### config.mk
export PLATFORM = sky130hd
export DESIGN_NAME = hazard_ctrl
export DESIGN_NICKNAME = d
export VERILOG_FILES = /design/src/rtl/hazard_ctrl.sv
export SDC_FILE = /design/constraint.sdc
export NUM_CORES = 1
export LEC_CHECK = 0
export ABC_CLOCK_PERIOD_IN_PS = 2750
export CORE_MARGIN = 1
export CORE_UTILIZATION = 52
export CTS_CLUSTER_SIZE = 16
export DETAILED_ROUTE_END_ITERATION = 8
export PLACE_DENSITY = 0.8
export SYNTH_ARGS = -nofsm -noshare
export SYNTH_HDL_FRONTEND = slang
export SYNTH_SLANG_ARGS = --single-unit
### constraint.sdc
create_clock -name clk -period 2.75 [get_ports clk]
set_input_delay 0.4125 -clock clk [delete_from_list [all_inputs] [get_ports clk]]
set_output_delay 0.4125 -clock clk [all_outputs]
set_load 0.03 [all_outputs]
### src/rtl/hazard_ctrl.sv
// ============================================================================
//  Module      : hazard_ctrl
//  Description : Hazard, forwarding and stall controller for a 5-stage core.
//                Tracks shadow EX/MEM/WB state to drive enables, bubbles and
//                EX operand forwarding selects; supports a multi-cycle EX op.
//  Revision    : 1.0 - initial release
// ============================================================================
`default_nettype none

module hazard_ctrl #(
    parameter int RA_W   = 5,
    parameter int MC_LAT = 4,
    parameter bit FWD_EN = 1'b1
) (
    input  logic            clk,
    input  logic            rst,
    input  logic            id_valid_i,
    input  logic [RA_W-1:0] id_rs1_i,
    input  logic [RA_W-1:0] id_rs2_i,
    input  logic            id_use1_i,
    input  logic            id_use2_i,
    input  logic [RA_W-1:0] id_rd_i,
    input  logic            id_regwrite_i,
    input  logic            id_memread_i,
    input  logic            id_branch_i,
    input  logic            id_mc_i,
    input  logic            branch_taken_i,
    output logic            pc_write_o,
    output logic            if_id_write_o,
    output logic            id_ex_write_o,
    output logic            if_id_flush_o,
    output logic            id_ex_bubble_o,
    output logic            ex_mem_bubble_o,
    output logic [1:0]      forward_a_o,
    output logic [1:0]      forward_b_o,
    output logic            mc_start_o,
    output logic            mc_busy_o
);

    localparam int              CNT_W    = $clog2(MC_LAT) + 1;
    localparam logic [CNT_W-1:0] CNT_LOAD = CNT_W'(MC_LAT - 1);

    typedef struct packed {
        logic            valid;
        logic [RA_W-1:0] rd;
        logic [RA_W-1:0] rs1;
        logic [RA_W-1:0] rs2;
        logic            use1;
        logic            use2;
        logic            regwrite;
        logic            memread;
        logic            mc;
        logic            first;
    } ex_t;

    typedef struct packed {
        logic            valid;
        logic [RA_W-1:0] rd;
        logic            regwrite;
        logic            memread;
    } mem_t;

    typedef struct packed {
        logic            valid;
        logic [RA_W-1:0] rd;
        logic            regwrite;
    } wb_t;

    ex_t             ex_q, ex_d;
    mem_t            mem_q, mem_d;
    wb_t             wb_q, wb_d;
    logic [CNT_W-1:0] cnt_q, cnt_d;

    logic w_mc_hold;
    logic w_ex_wr, w_mem_wr, w_wb_wr;
    logic w_dep_ex, w_dep_mem;
    logic w_load_use, w_raw_nofwd, w_br_dep, w_stall;

    assign w_mc_hold = (cnt_q != '0);
    assign w_ex_wr   = ex_q.valid  & ex_q.regwrite  & (ex_q.rd  != '0);
    assign w_mem_wr  = mem_q.valid & mem_q.regwrite & (mem_q.rd != '0);
    assign w_wb_wr   = wb_q.valid  & wb_q.regwrite  & (wb_q.rd  != '0);

    assign w_dep_ex  = w_ex_wr & id_valid_i &
                       ((id_use1_i & (id_rs1_i == ex_q.rd)) | (id_use2_i & (id_rs2_i == ex_q.rd)));
    assign w_dep_mem = w_mem_wr & id_valid_i &
                       ((id_use1_i & (id_rs1_i == mem_q.rd)) | (id_use2_i & (id_rs2_i == mem_q.rd)));

    // The ID comparator cannot take forwarded EX results, nor a load still in MEM.
    assign w_br_dep  = id_valid_i & id_branch_i & (w_dep_ex | (w_dep_mem & mem_q.memread));

    generate
        if (FWD_EN) begin : g_fwd
            assign w_load_use  = w_dep_ex & ex_q.memread;
            assign w_raw_nofwd = 1'b0;
            assign forward_a_o = (w_mem_wr && ex_q.use1 && (mem_q.rd == ex_q.rs1)) ? 2'b10 :
                                 (w_wb_wr  && ex_q.use1 && (wb_q.rd  == ex_q.rs1)) ? 2'b01 : 2'b00;
            assign forward_b_o = (w_mem_wr && ex_q.use2 && (mem_q.rd == ex_q.rs2)) ? 2'b10 :
                                 (w_wb_wr  && ex_q.use2 && (wb_q.rd  == ex_q.rs2)) ? 2'b01 : 2'b00;
        end else begin : g_nofwd
            logic w_dep_wb;
            logic w_unused_ok;
            assign w_dep_wb    = w_wb_wr & id_valid_i &
                                 ((id_use1_i & (id_rs1_i == wb_q.rd)) | (id_use2_i & (id_rs2_i == wb_q.rd)));
            assign w_load_use  = 1'b0;
            assign w_raw_nofwd = w_dep_ex | w_dep_mem | w_dep_wb;
            assign forward_a_o = 2'b00;
            assign forward_b_o = 2'b00;
            assign w_unused_ok = ^{ex_q.rs1, ex_q.rs2, ex_q.use1, ex_q.use2};
        end
    endgenerate

    assign w_stall = ~w_mc_hold & (w_load_use | w_raw_nofwd | w_br_dep);

    always_comb begin
        pc_write_o      = 1'b1;
        if_id_write_o   = 1'b1;
        id_ex_write_o   = 1'b1;
        if_id_flush_o   = 1'b0;
        id_ex_bubble_o  = 1'b0;
        ex_mem_bubble_o = 1'b0;
        if (w_mc_hold) begin
            pc_write_o      = 1'b0;
            if_id_write_o   = 1'b0;
            id_ex_write_o   = 1'b0;
            ex_mem_bubble_o = 1'b1;
        end else if (w_stall) begin
            pc_write_o     = 1'b0;
            if_id_write_o  = 1'b0;
            id_ex_bubble_o = 1'b1;
        end else if (branch_taken_i) begin
            if_id_flush_o = 1'b1;
        end
    end

    assign mc_start_o = ex_q.valid & ex_q.mc & ex_q.first;
    // Busy spans the whole EX residency, including the final non-holding cycle.
    assign mc_busy_o  = ex_q.valid & ex_q.mc;

    always_comb begin
        wb_d.valid    = mem_q.valid;
        wb_d.rd       = mem_q.rd;
        wb_d.regwrite = mem_q.regwrite;

        mem_d = '0;
        if (!w_mc_hold) begin
            mem_d.valid    = ex_q.valid;
            mem_d.rd       = ex_q.rd;
            mem_d.regwrite = ex_q.regwrite;
            mem_d.memread  = ex_q.memread;
        end

        ex_d       = ex_q;
        ex_d.first = 1'b0;
        cnt_d      = cnt_q;
        if (w_mc_hold) begin
            cnt_d = cnt_q - CNT_W'(1);
        end else if (w_stall || !id_valid_i) begin
            ex_d = '0;
        end else begin
            ex_d.valid    = 1'b1;
            ex_d.rd       = id_rd_i;
            ex_d.rs1      = id_rs1_i;
            ex_d.rs2      = id_rs2_i;
            ex_d.use1     = id_use1_i;
            ex_d.use2     = id_use2_i;
            ex_d.regwrite = id_regwrite_i;
            ex_d.memread  = id_memread_i;
            ex_d.mc       = id_mc_i;
            ex_d.first    = 1'b1;
            if (id_mc_i) begin
                cnt_d = CNT_LOAD;
            end
        end
    end

    always_ff @(posedge clk or posedge rst) begin
        if (rst) begin
            ex_q  <= '0;
            mem_q <= '0;
            wb_q  <= '0;
            cnt_q <= '0;
        end else begin
            ex_q  <= ex_d;
            mem_q <= mem_d;
            wb_q  <= wb_d;
            cnt_q <= cnt_d;
        end
    end

endmodule

`default_nettype wire

==> impl_summary.log, run 1 <==
[metrics] Synthesized Nets: 205
[metrics] clock skew after layout: 0.00505 ns
[metrics] Site Rows: 22
[metrics] total routed wirelength: 4290 um
[metrics] largest fanout on the critical path: 3
[metrics] area growth from synthesis to layout: 25.7%
[metrics] initial antenna violation count: 0
[metrics] vias in the first global route: 1563
[metrics] critical path capture point type: output port
[metrics] pre-CTS WS: -0.0780 ns
[metrics] number of filler cells placed in the layout: 298
[metrics] Achievable Freq: 0.376 GHz
[metrics] Vias per Instance: 5.56
[metrics] CTS clk-pin slew, worst paths: 0.07 ns
[metrics] WP buf/inv: 1
[metrics] critical path type: reg2out
[metrics] number of buffers inserted for hold repair after clock tree synthesis: 0
[metrics] synthesized cell area: 2030 sq um
[metrics] power density cells: 916 nW/um^2
[metrics] routability congestion estimate from global placement: 0.908
[metrics] vias after detailed routing: 1513
[metrics] period utilization: 96.7%
[metrics] primary flip-flop cell chosen by synthesis mapping: sky130_fd_sc_hd__dfrtp_1
[metrics] clk buf depth: 2
[metrics] Relative slew margins: 60.4%
[metrics] layout cell share with drive strength beyond 1: 17.9%
[metrics] 1st-pass router iterations: 4
[metrics] most common cell after layout, fill and taps aside: sky130_fd_sc_hd__dfrtp_1
[metrics] FF+latch area: 1000 sq um
[metrics] master of the slowest instance on the critical path: sky130_fd_sc_hd__or3_1
[metrics] Crit path arrival time: 2.25 ns
[metrics] TritonCTS clock tree: built
[metrics] number of buffers created by CTS: 5
[metrics] maximum vdd ir drop: 0.567 mV
[metrics] mean instance size in the synthesized netlist: 11.4 sq um
[metrics] wire length of the first global-routing pass: 7370 um
[metrics] Synth async-reset ratio: 100%
[metrics] Antenna Diode Count: 0
[metrics] FF+latch count, synth: 40
[metrics] max-capacitance violation count: 0
[metrics] Yosys warning total: 0
[metrics] maximum cell stage delay along the critical path: 0.39 ns
[metrics] Setup-failing EPs final: 0
[metrics] worst setup margin: 0.0902 ns
[metrics] worst-skew pair later-pin latency: 0.29 ns
[metrics] clock sink count: 40
[metrics] Multi-input gate area: 952 sq um
[metrics] setup repair after global routing missed its margin: no
[metrics] largest net degree at the start of global routing: 41
[metrics] global-route usage over all layers: 23.9%
[metrics] critical path, cell by cell: or3_1, o311a_1, and3_4, a22o_2, a211oi_2, buf_4
[metrics] Hold Violations, Final: 0
[metrics] critical path required time: 2.34 ns
[metrics] type of element launching the critical path: flip-flop
[metrics] Leak Pwr: 1.22 nW
[metrics] antenna viol nets, final: 0
[metrics] worst slew pin tran: 0.593 ns
[metrics] starting density of the core: 54.7%
[metrics] WL/cell: 15.8 um
[metrics] clock root buffer: sky130_fd_sc_hd__clkbuf_8
[metrics] minimum clock period: 2.66 ns
[metrics] Netlist cell types: 37
[metrics] H-Tree Depth: 2
[metrics] Post-synth EDFFs: 0
[metrics] DPL Wire Length: 3270 um
[metrics] outcome: finished clean
[metrics] count of routing violations after the opening detailed-route iteration: 59
[metrics] nets: 251
[metrics] max-slew violation total from the final report: 0
[metrics] top cell family by delay on the critical path: compound AO/OA/AOI/OAI gates
[metrics] leading cell types in the layout, fill and taps excluded: sky130_fd_sc_hd__dfrtp_1 (40), sky130_fd_sc_hd__clkdlybuf4s50_1 (28), sky130_fd_sc_hd__xnor2_1 (24)
[metrics] die height: 64.5 um
[metrics] global route overflow: 0
[metrics] core area: 3720 sq um
[metrics] fraction of the yosys area taken by sequential cells: 49.2%
[metrics] Die ar.: 4160 sq um
[metrics] classification of the worst-slack hold path: reg2reg
[metrics] die width: 64.5 um
[metrics] final core occ: 68.8%
[metrics] IO Port Bufs: 36
[metrics] ports placed on the boundary: 37
[metrics] Synth Instances: 178
[metrics] DRC violation count after routing: 0
[Yosys cell counts (2+ instances only)]
library cell	instances	area share (%)
sky130_fd_sc_hd__o22ai_1	2	0.62
sky130_fd_sc_hd__a21oi_1	3	0.74
sky130_fd_sc_hd__buf_2	2	0.49
sky130_fd_sc_hd__nor4_1	4	1.2
sky130_fd_sc_hd__buf_6	4	2.2
sky130_fd_sc_hd__and4_2	2	0.98
sky130_fd_sc_hd__xnor2_1	24	10
sky130_fd_sc_hd__nand3_1	3	0.74
sky130_fd_sc_hd__ha_1	2	1.2
sky130_fd_sc_hd__a22o_2	6	3.0
sky130_fd_sc_hd__inv_1	5	0.92
sky130_fd_sc_hd__and2_1	10	3.1
sky130_fd_sc_hd__clkbuf_1	5	0.92
sky130_fd_sc_hd__xor2_1	16	6.9
sky130_fd_sc_hd__o211ai_1	2	0.74
sky130_fd_sc_hd__dfrtp_1	40	49
sky130_fd_sc_hd__nor3_1	3	0.74
sky130_fd_sc_hd__nor2_1	4	0.74
sky130_fd_sc_hd__nand4_1	4	1.2
sky130_fd_sc_hd__a22o_1	14	6.0
sky130_fd_sc_hd__nand2_1	7	1.3
[layout make-up]
type | count | area share, %
well taps | 48 | 2.35
clock buffers | 6 | 2.84
inverters | 5 | 0.735
flip-flops and latches | 40 | 39.2
multi-input cells | 121 | 37.3
repair buffers | 51 | 17.4
clock inverters | 1 | 0.196
[flip-flops by register name, indices dropped and copies added (netlist names)]
signal  cells
cnt_q       3
ex_q       22
wb_q        7
mem_q       8
[final timing paths]
| kind | end | slack (ns) | cells after the start | startpoint |
|---|---|---|---|---|
| max reg2reg | ex_q[13] | 0.28 | 7 | mem_q[2] |
| min in group asynchronous | ex_q[19] | 0.54 | 3 | rst |
| min reg2reg | wb_q[6] | 0.39 | 0 | mem_q[7] |
| max | if_id_flush_o | 0.09 | 6 | mem_q[2] |
| max in group asynchronous | ex_q[11] | 1.87 | 3 | rst |
| min | wb_q[6] | 0.39 | 0 | mem_q[7] |
[stage by stage]
stage	hold slack (ns)	area, sq um	cells	setup TNS, ns	power [mW]
5_1_grt	0.404	2550	272	0	2.51
2_1_floorplan	0.349	2040	178	0	1.70
6_report	0.391	2550	272	0	2.34
3_5_place_dp	0.375	2490	265	-0.156	2.00
4_1_cts	0.387	2560	272	-0.172	2.35
3_3_place_gp	0.366	2490	265	-0.116	1.96
[kinds of logic after synthesis]
group / count (synthesis) / synth area share [%]
and+or+nand+nor: 43 / 12.2
xor gates and xnor gates: 40 / 17.2
DFF: 40 / 49.2
AOI/OAI and AO/OA: 35 / 14.6
buffers and inverters: 17 / 4.92
adders and majority gates: 2 / 1.23
muxes: 1 / 0.554
[routing by layer]
layer,track usage (%),wire length (um),up-vias
li1,-,-,720
met1,29.9,1850,740
met2,41.4,2170,47
met3,5.11,217,6
met4,6.67,46,0
met5,0,0,-
[where the power goes]
part | internal, mW | switching, mW | total (mW)
clock network | 0.172 | 0.187 | 0.359
logic | 0.511 | 0.466 | 0.977
registers | 0.793 | 0.211 | 1.00
[repair_timing]
item                       4_1_cts  5_1_grt
setup endpoints to repair        6       13
gates cloned                     0        0
resized for setup                7       10
buffers inserted                 0        0
Note: power is estimated with default switching activity, not from simulation.
==> run 2, diff against run 1 <==
--- a/config.mk
+++ b/config.mk
@@ -11,6 +11,7 @@
 export CTS_CLUSTER_SIZE = 16
 export DETAILED_ROUTE_END_ITERATION = 8
 export PLACE_DENSITY = 0.8
+export SKIP_CTS_REPAIR_TIMING = 1
 export SYNTH_ARGS = -nofsm -noshare
 export SYNTH_HDL_FRONTEND = slang
 export SYNTH_SLANG_ARGS = --single-unit
==> run 2 against run 1 <==
Against the previous run: register-to-register slack about the same; critical endpoint unchanged; worst hold slack unchanged; routed wire length about the same; combinational power about the same; cell area up 0.59%.
==> impl_summary.log, run 2 (synthesis results as in run 1) <==
[metrics] worst-case reg-to-reg path depth: 7 (unchanged)
[metrics] most common cell after layout, fill and taps aside: sky130_fd_sc_hd__dfrtp_1
[metrics] worst slew pin tran: 0.593 ns (unchanged)
[metrics] Achievable Freq: 0.376 GHz (unchanged)
[metrics] Leak Pwr: 1.27 nW (+3.7%)
[metrics] number of filler cells placed in the layout: 295 (-1.0%)
[metrics] Relative slew margins: 60.4% (unchanged)
[metrics] Crit path arrival time: 2.25 ns (about the same)
[metrics] IO Port Bufs: 36 (unchanged)
[metrics] setup repair after global routing missed its margin: no
[metrics] antenna viol nets, final: 0 (unchanged)
[metrics] register bank with the most flops: ex_q
[metrics] worst setup path startpoint: mem_q[2]
[metrics] DPL Wire Length: 3270 um (unchanged)
[metrics] Antenna Diode Count: 0 (unchanged)
[metrics] Vias per Instance: 5.57 (about the same)
[metrics] H-Tree Depth: 2 (unchanged)
[metrics] maximum vdd ir drop: 0.567 mV (unchanged)
[metrics] WL/cell: 15.8 um (about the same)
[metrics] nets: 251 (unchanged)
[metrics] Hold Violations, Final: 0 (unchanged)
[metrics] worst setup slack for register-to-register paths: 0.28 ns (about the same)
[metrics] ports placed on the boundary: 37 (unchanged)
[metrics] area growth from synthesis to layout: 26.4%
[metrics] die width: 64.5 um (unchanged)
[metrics] worst setup margin: 0.0902 ns (unchanged)
[metrics] placed cell count: 265 (unchanged)
[metrics] max-slew violation total from the final report: 0 (unchanged)
[metrics] classification of the worst-slack hold path: reg2reg
[metrics] global route overflow: 0 (unchanged)
[metrics] 1st-pass router iterations: 4 (unchanged)
[metrics] Reg2Reg Capture Point: ex_q[13]
[metrics] power density cells: 911 nW/um^2 (-0.58%)
[metrics] critical path, cell by cell: or3_1, o311a_1, and3_4, a22o_2, a211oi_2, buf_4
[metrics] core area: 3720 sq um (unchanged)
[metrics] outcome: finished clean
[metrics] critical path capture point type: output port
[metrics] total routed wirelength: 4290 um (about the same)
[metrics] vias after detailed routing: 1514 (+0.066%)
[metrics] die height: 64.5 um (unchanged)
[metrics] clock sink count: 40 (unchanged)
[metrics] CTS clk-pin slew, worst paths: 0.07 ns (about the same)
[metrics] clk buf depth: 2 (unchanged)
[metrics] clock skew after layout: 0.00505 ns (unchanged)
[metrics] DRC violation count after routing: 0 (unchanged)
[metrics] leading cell types in the layout, fill and taps excluded: sky130_fd_sc_hd__dfrtp_1 (40), sky130_fd_sc_hd__clkdlybuf4s50_1 (28), sky130_fd_sc_hd__xnor2_1 (24)
[metrics] instance area at placement: 2490 sq um (unchanged)
[metrics] critical path required time: 2.34 ns (about the same)
[metrics] top flop regs: ex_q x22, mem_q x8, wb_q x7
[metrics] final core occ: 69.2% (+0.40 points)
[metrics] TritonCTS clock tree: built
[metrics] vias in the first global route: 1563 (unchanged)
[metrics] layout cell share with drive strength beyond 1: 17.4% (-0.45 points)
[metrics] Layout Cells excl Fill: 272 (unchanged)
[metrics] worst-case hold slack: 0.391 ns (unchanged)
[metrics] global-route usage over all layers: 23.9% (unchanged)
[metrics] end point of the critical path: if_id_flush_o
[metrics] count of routing violations after the opening detailed-route iteration: 59 (unchanged)
[metrics] worst-skew pair later-pin latency: 0.29 ns (about the same)
[metrics] Site Rows: 22 (unchanged)
[metrics] type of element launching the critical path: flip-flop
[metrics] starting density of the core: 54.7% (unchanged)
[metrics] minimum clock period: 2.66 ns (unchanged)
[metrics] Largest register FFs: 22 (unchanged)
[metrics] reg-to-reg startpoint: mem_q[2]
[metrics] wire length of the first global-routing pass: 7370 um (unchanged)
[metrics] largest net degree at the start of global routing: 41 (unchanged)
[metrics] Setup-failing EPs final: 0 (unchanged)
[metrics] pre-CTS WS: -0.0780 ns (unchanged)
[metrics] routability congestion estimate from global placement: 0.908 (unchanged)
[metrics] number of buffers created by CTS: 5 (unchanged)
[metrics] period utilization: 96.7% (unchanged)
[metrics] maximum cell stage delay along the critical path: 0.39 ns (about the same)
[metrics] critical path type: reg2out
[metrics] master of the slowest instance on the critical path: sky130_fd_sc_hd__or3_1
[metrics] max-capacitance violation count: 0 (unchanged)
[metrics] power after layout: 2.34 mW (about the same)
[metrics] Total Negative Setup Slacks: 0 ns (unchanged)
[metrics] Die ar.: 4160 sq um (unchanged)
[metrics] clock root buffer: sky130_fd_sc_hd__clkbuf_8
[metrics] initial antenna violation count: 0 (unchanged)
[metrics] post-route cell area: 2570 sq um (+0.59%)
[metrics] largest fanout on the critical path: 3 (unchanged)
## run 2: changes by cell type in the layout (fill, tap and decap cells not counted)
cell and change:
sky130_fd_sc_hd__dlymetal6s2s_1 +3, sky130_fd_sc_hd__dlygate4sd2_1 -2, sky130_fd_sc_hd__clkbuf_2 -1
## run 2: how the worst min path moves through the flow
stage | startpoint | end | slack, ns | cells past startpoint
5_1_grt | mem_q[1] | wb_q[0] | 0.40 | 0
4_1_cts | mem_q[7] | wb_q[6] | 0.39 | 0
3_5_place_dp | mem_q[1] | wb_q[0] | 0.37 | 0
2_1_floorplan | mem_q[5] | wb_q[4] | 0.35 | 0
3_3_place_gp | mem_q[1] | wb_q[0] | 0.37 | 0
6_report | mem_q[7] | wb_q[6] | 0.39 | 0
## run 2: final cells by class
class / count / area [sq um] / area share, %
flip-flops and latches: 40 / 1000 / 38.9
inverters: 5 / 18.8 / 0.730
well taps: 48 / 60.1 / 2.34
clock buffers: 6 / 72.6 / 2.82
clock inverters: 1 / 5.00 / 0.195
multi-input cells: 121 / 952 / 37.0
repair buffers: 51 / 460 / 17.9
## run 2: worst max-delay path: cells and delay by family (launching register included)
family                 cells  cell delay (ns)
AOI/OAI and AO/OA          3             0.81
buffers and inverters      1             0.18
DFF                        1             0.37
and+or+nand+nor            2             0.59
## run 2: routing by layer
layer | vias up | GRT usage [%] | wire length, um | share of wire [%]
met5 | - | 0 | 0 | 0
li1 | 720 | - | - | -
met3 | 6 | 5.11 | 219 | 5.1
met2 | 47 | 41.4 | 2180 | 51
met1 | 741 | 29.9 | 1850 | 43
met4 | 0 | 6.67 | 46 | 1.1
## run 2: report_power, final
part / total [mW] / internal [mW] / switching [mW]
Combinational: 0.977 / 0.511 / 0.466
Clock: 0.359 / 0.172 / 0.187
Sequential: 1.00 / 0.793 / 0.211
Total: 2.34 / 1.48 / 0.864
==> run 3, diff against run 2 <==
--- a/config.mk
+++ b/config.mk
@@ -10,7 +10,7 @@
 export CORE_UTILIZATION = 52
 export CTS_CLUSTER_SIZE = 16
 export DETAILED_ROUTE_END_ITERATION = 8
-export PLACE_DENSITY = 0.8
+export PLACE_DENSITY_LB_ADDON = 0.05
 export SKIP_CTS_REPAIR_TIMING = 1
 export SYNTH_ARGS = -nofsm -noshare
 export SYNTH_HDL_FRONTEND = slang
==> run 3 against run 2 <==
Against the previous run: cell area up 0.49%; global-route usage down 0.95 points; flip-flop and latch count unchanged; power up 0.71%; die area unchanged; setup slack worse by 0.020 ns; clock power up 8.4%; sequential share of layout area down 0.19 points; cell count unchanged; combinational power down 2%; critical path type unchanged; critical endpoint unchanged; highest routed layer unchanged.
==> impl_summary.log, run 3 (synthesis results as in run 1) <==
[metrics] clk buf depth: 2 (unchanged)
[metrics] instance area at placement: 2480 sq um (-0.30%)
[metrics] DPL Wire Length: 3270 um (-0.20%)
[metrics] master of the slowest instance on the critical path: sky130_fd_sc_hd__or3_1
[metrics] most common cell after layout, fill and taps aside: sky130_fd_sc_hd__dfrtp_1
[metrics] Min-Delay Path Depth: 0 (unchanged)
[metrics] vias after detailed routing: 1515 (+0.066%)
[metrics] total routed wirelength: 4350 um (+1.5%)
[metrics] Die ar.: 4160 sq um (unchanged)
[metrics] Largest register FFs: 22 (unchanged)
[metrics] CTS clk-pin slew, worst paths: 0.07 ns (about the same)
[metrics] wire length of the first global-routing pass: 7090 um (-3.8%)
[metrics] die height: 64.5 um (unchanged)
[metrics] H-Tree Depth: 2 (unchanged)
[metrics] critical path capture point type: output port
[metrics] worst-case hold slack: 0.406 ns (+0.0144 ns)
[metrics] critical path type: reg2out
[metrics] register bank with the most flops: ex_q
[metrics] largest fanout on the critical path: 3 (unchanged)
[metrics] routability congestion estimate from global placement: 0.844 (-7.0%)
[metrics] antenna viol nets, final: 0 (unchanged)
[metrics] Crit path arrival time: 2.27 ns (+0.02 ns)
[metrics] DRC violation count after routing: 0 (unchanged)
[metrics] hold worst-path end: wb_q[0]
[metrics] critical path, cell by cell: or3_1, o311a_1, and3_4, a22o_2, a211oi_2, buf_4
[metrics] Sw Ratio: 36.4% (-0.48 points)
[metrics] maximum cell stage delay along the critical path: 0.40 ns (about the same)
[metrics] global-route usage over all layers: 22.9% (-0.95 points)
[metrics] leading cell types in the layout, fill and taps excluded: sky130_fd_sc_hd__dfrtp_1 (40), sky130_fd_sc_hd__clkdlybuf4s50_1 (28), sky130_fd_sc_hd__xnor2_1 (24)
[metrics] portion of total power attributed to the clock network: 16.5% (+1.2 points)
[metrics] WP buf/inv: 1 (unchanged)
[metrics] Setup-failing EPs final: 0 (unchanged)
[metrics] clock root buffer: sky130_fd_sc_hd__clkbuf_8
[metrics] top cell family by delay on the critical path: compound AO/OA/AOI/OAI gates
[metrics] Site Rows: 22 (unchanged)
[metrics] WL/cell: 16.0 um (+1.5%)
[metrics] post-route cell area: 2580 sq um (+0.49%)
[metrics] reported net switching power: 0.859 mW (-0.59%)
[metrics] clock skew after layout: 0.00309 ns (-0.00196 ns)
[metrics] number of buffers created by CTS: 5 (unchanged)
[metrics] initial antenna violation count: 0 (unchanged)
[metrics] Layout Cells excl Fill: 272 (unchanged)
[metrics] final core occ: 69.5% (+0.34 points)
[metrics] type of element launching the critical path: flip-flop
[metrics] Total Negative Setup Slacks: 0 ns (unchanged)
[metrics] logic gate share of total power: 40.8% (-0.9 points)
[metrics] critical path required time: 2.34 ns (about the same)
[metrics] area growth from synthesis to layout: 27.0%
[metrics] sequential power share: 42.7% (-0.2 points)
[metrics] worst slew pin tran: 0.740 ns (+0.146 ns)
[metrics] placed cell count: 264 (-0.38%)
[metrics] setup repair after global routing missed its margin: yes
[metrics] maximum vdd ir drop: 0.552 mV (-2.6%)
[metrics] layout cell share with drive strength beyond 1: 16.5% (-0.89 points)
[metrics] vias in the first global route: 1549 (-0.90%)
[metrics] core area: 3720 sq um (unchanged)
[metrics] Reg2Reg Capture Point: ex_q[13]
[metrics] clock sink count: 40 (unchanged)
[metrics] Relative slew margins: 50.7% (-9.8 points)
[metrics] Hold Violations, Final: 0 (unchanged)
[metrics] max-capacitance violation count: 0 (unchanged)
[metrics] Cell Int Power: 1.50 mW (+1.5%)
[metrics] worst-case reg-to-reg path depth: 6 (-1)
[metrics] Achievable Freq: 0.373 GHz (-0.73%)
[metrics] minimum clock period: 2.68 ns (+0.0196 ns)
[metrics] 1st-pass router iterations: 4 (unchanged)
[metrics] TritonCTS clock tree: built
[metrics] outcome: finished clean
[metrics] power density cells: 913 nW/um^2 (+0.22%)
[metrics] max-slew violation total from the final report: 0 (unchanged)
[metrics] Worst path depth: 6 (unchanged)
[metrics] reg-to-reg startpoint: mem_q[2]
[metrics] Leak Pwr: 1.29 nW (+1.3%)
[metrics] worst setup slack for register-to-register paths: 0.32 ns (+0.04 ns)
[metrics] critical hold path startpoint: mem_q[1]
[metrics] top flop regs: ex_q x22, mem_q x8, wb_q x7
[metrics] period utilization: 97.4% (+0.71 points)
[metrics] count of routing violations after the opening detailed-route iteration: 30 (-49%)
[metrics] IO Port Bufs: 36 (unchanged)
[metrics] ports placed on the boundary: 37 (unchanged)
[metrics] starting density of the core: 54.7% (unchanged)
[metrics] worst-skew pair later-pin latency: 0.28 ns (about the same)
[metrics] classification of the worst-slack hold path: reg2reg
[metrics] nets: 250 (-0.40%)
[metrics] Antenna Diode Count: 0 (unchanged)
[metrics] global route overflow: 0 (unchanged)
[metrics] largest net degree at the start of global routing: 41 (unchanged)
[metrics] die width: 64.5 um (unchanged)
[metrics] Vias per Instance: 5.57 (about the same)
## run 3: cell types whose count changed in the layout (fill, tap and decap cells not counted)
cell                             previous run  this run
sky130_fd_sc_hd__clkinv_2                   1         0
sky130_fd_sc_hd__clkbuf_1                   1         2
sky130_fd_sc_hd__clkbuf_8                   5         6
sky130_fd_sc_hd__clkbuf_2                   3         2
sky130_fd_sc_hd__dlymetal6s2s_1             3         4
sky130_fd_sc_hd__buf_4                     17        16
## run 3: how the worst max path moves through the flow
stage	slack, ns	end	from
floorplan	0.16	pc_write_o	mem_q[2]
global placement	-0.14	if_id_write_o	id_rs1_i[0]
detailed placement	-0.17	pc_write_o	id_rs2_i[3]
CTS	-0.38	pc_write_o	mem_q[2]
global route	-0.005	if_id_flush_o	mem_q[2]
finish	0.07	if_id_flush_o	mem_q[2]
## run 3: power groups by stage
stage / sequential (mW) / combinational, mW / clock (mW)
global placement: 1.01 / 0.949 / 0
floorplan: 0.953 / 0.743 / 0
finish: 1.01 / 0.961 / 0.389
CTS: 1.01 / 0.980 / 0.400
global route: 1.04 / 1.05 / 0.421
detailed placement: 1.02 / 0.974 / 0
## run 3: per-layer routing
| layer | vias to the layer above | wire length [um] | GRT usage, % |
|---|---|---|---|
| met3 | 6 | 141 | 4.23 |
| met4 | 0 | 45 | 9.17 |
| met2 | 34 | 2240 | 40.3 |
| met5 | - | 0 | 0 |
| li1 | 721 | - | - |
| met1 | 754 | 1930 | 27.5 |
## run 3: layout make-up
cell class	instances	area [sq um]
fillers	291	1130
flip-flops and latches	40	1000
multi-input cells	121	952
repair buffers	50	460
clock buffers	8	90.1
well taps	48	60.1
inverters	5	18.8
## run 3: through the flow
stage | power [mW] | worst slack (ns)
after CTS | 2.39 | -0.384
after global routing | 2.51 | -0.00471
final | 2.36 | 0.0706
after global placement | 1.96 | -0.136
after floorplan | 1.70 | 0.159
after detailed placement | 1.99 | -0.173
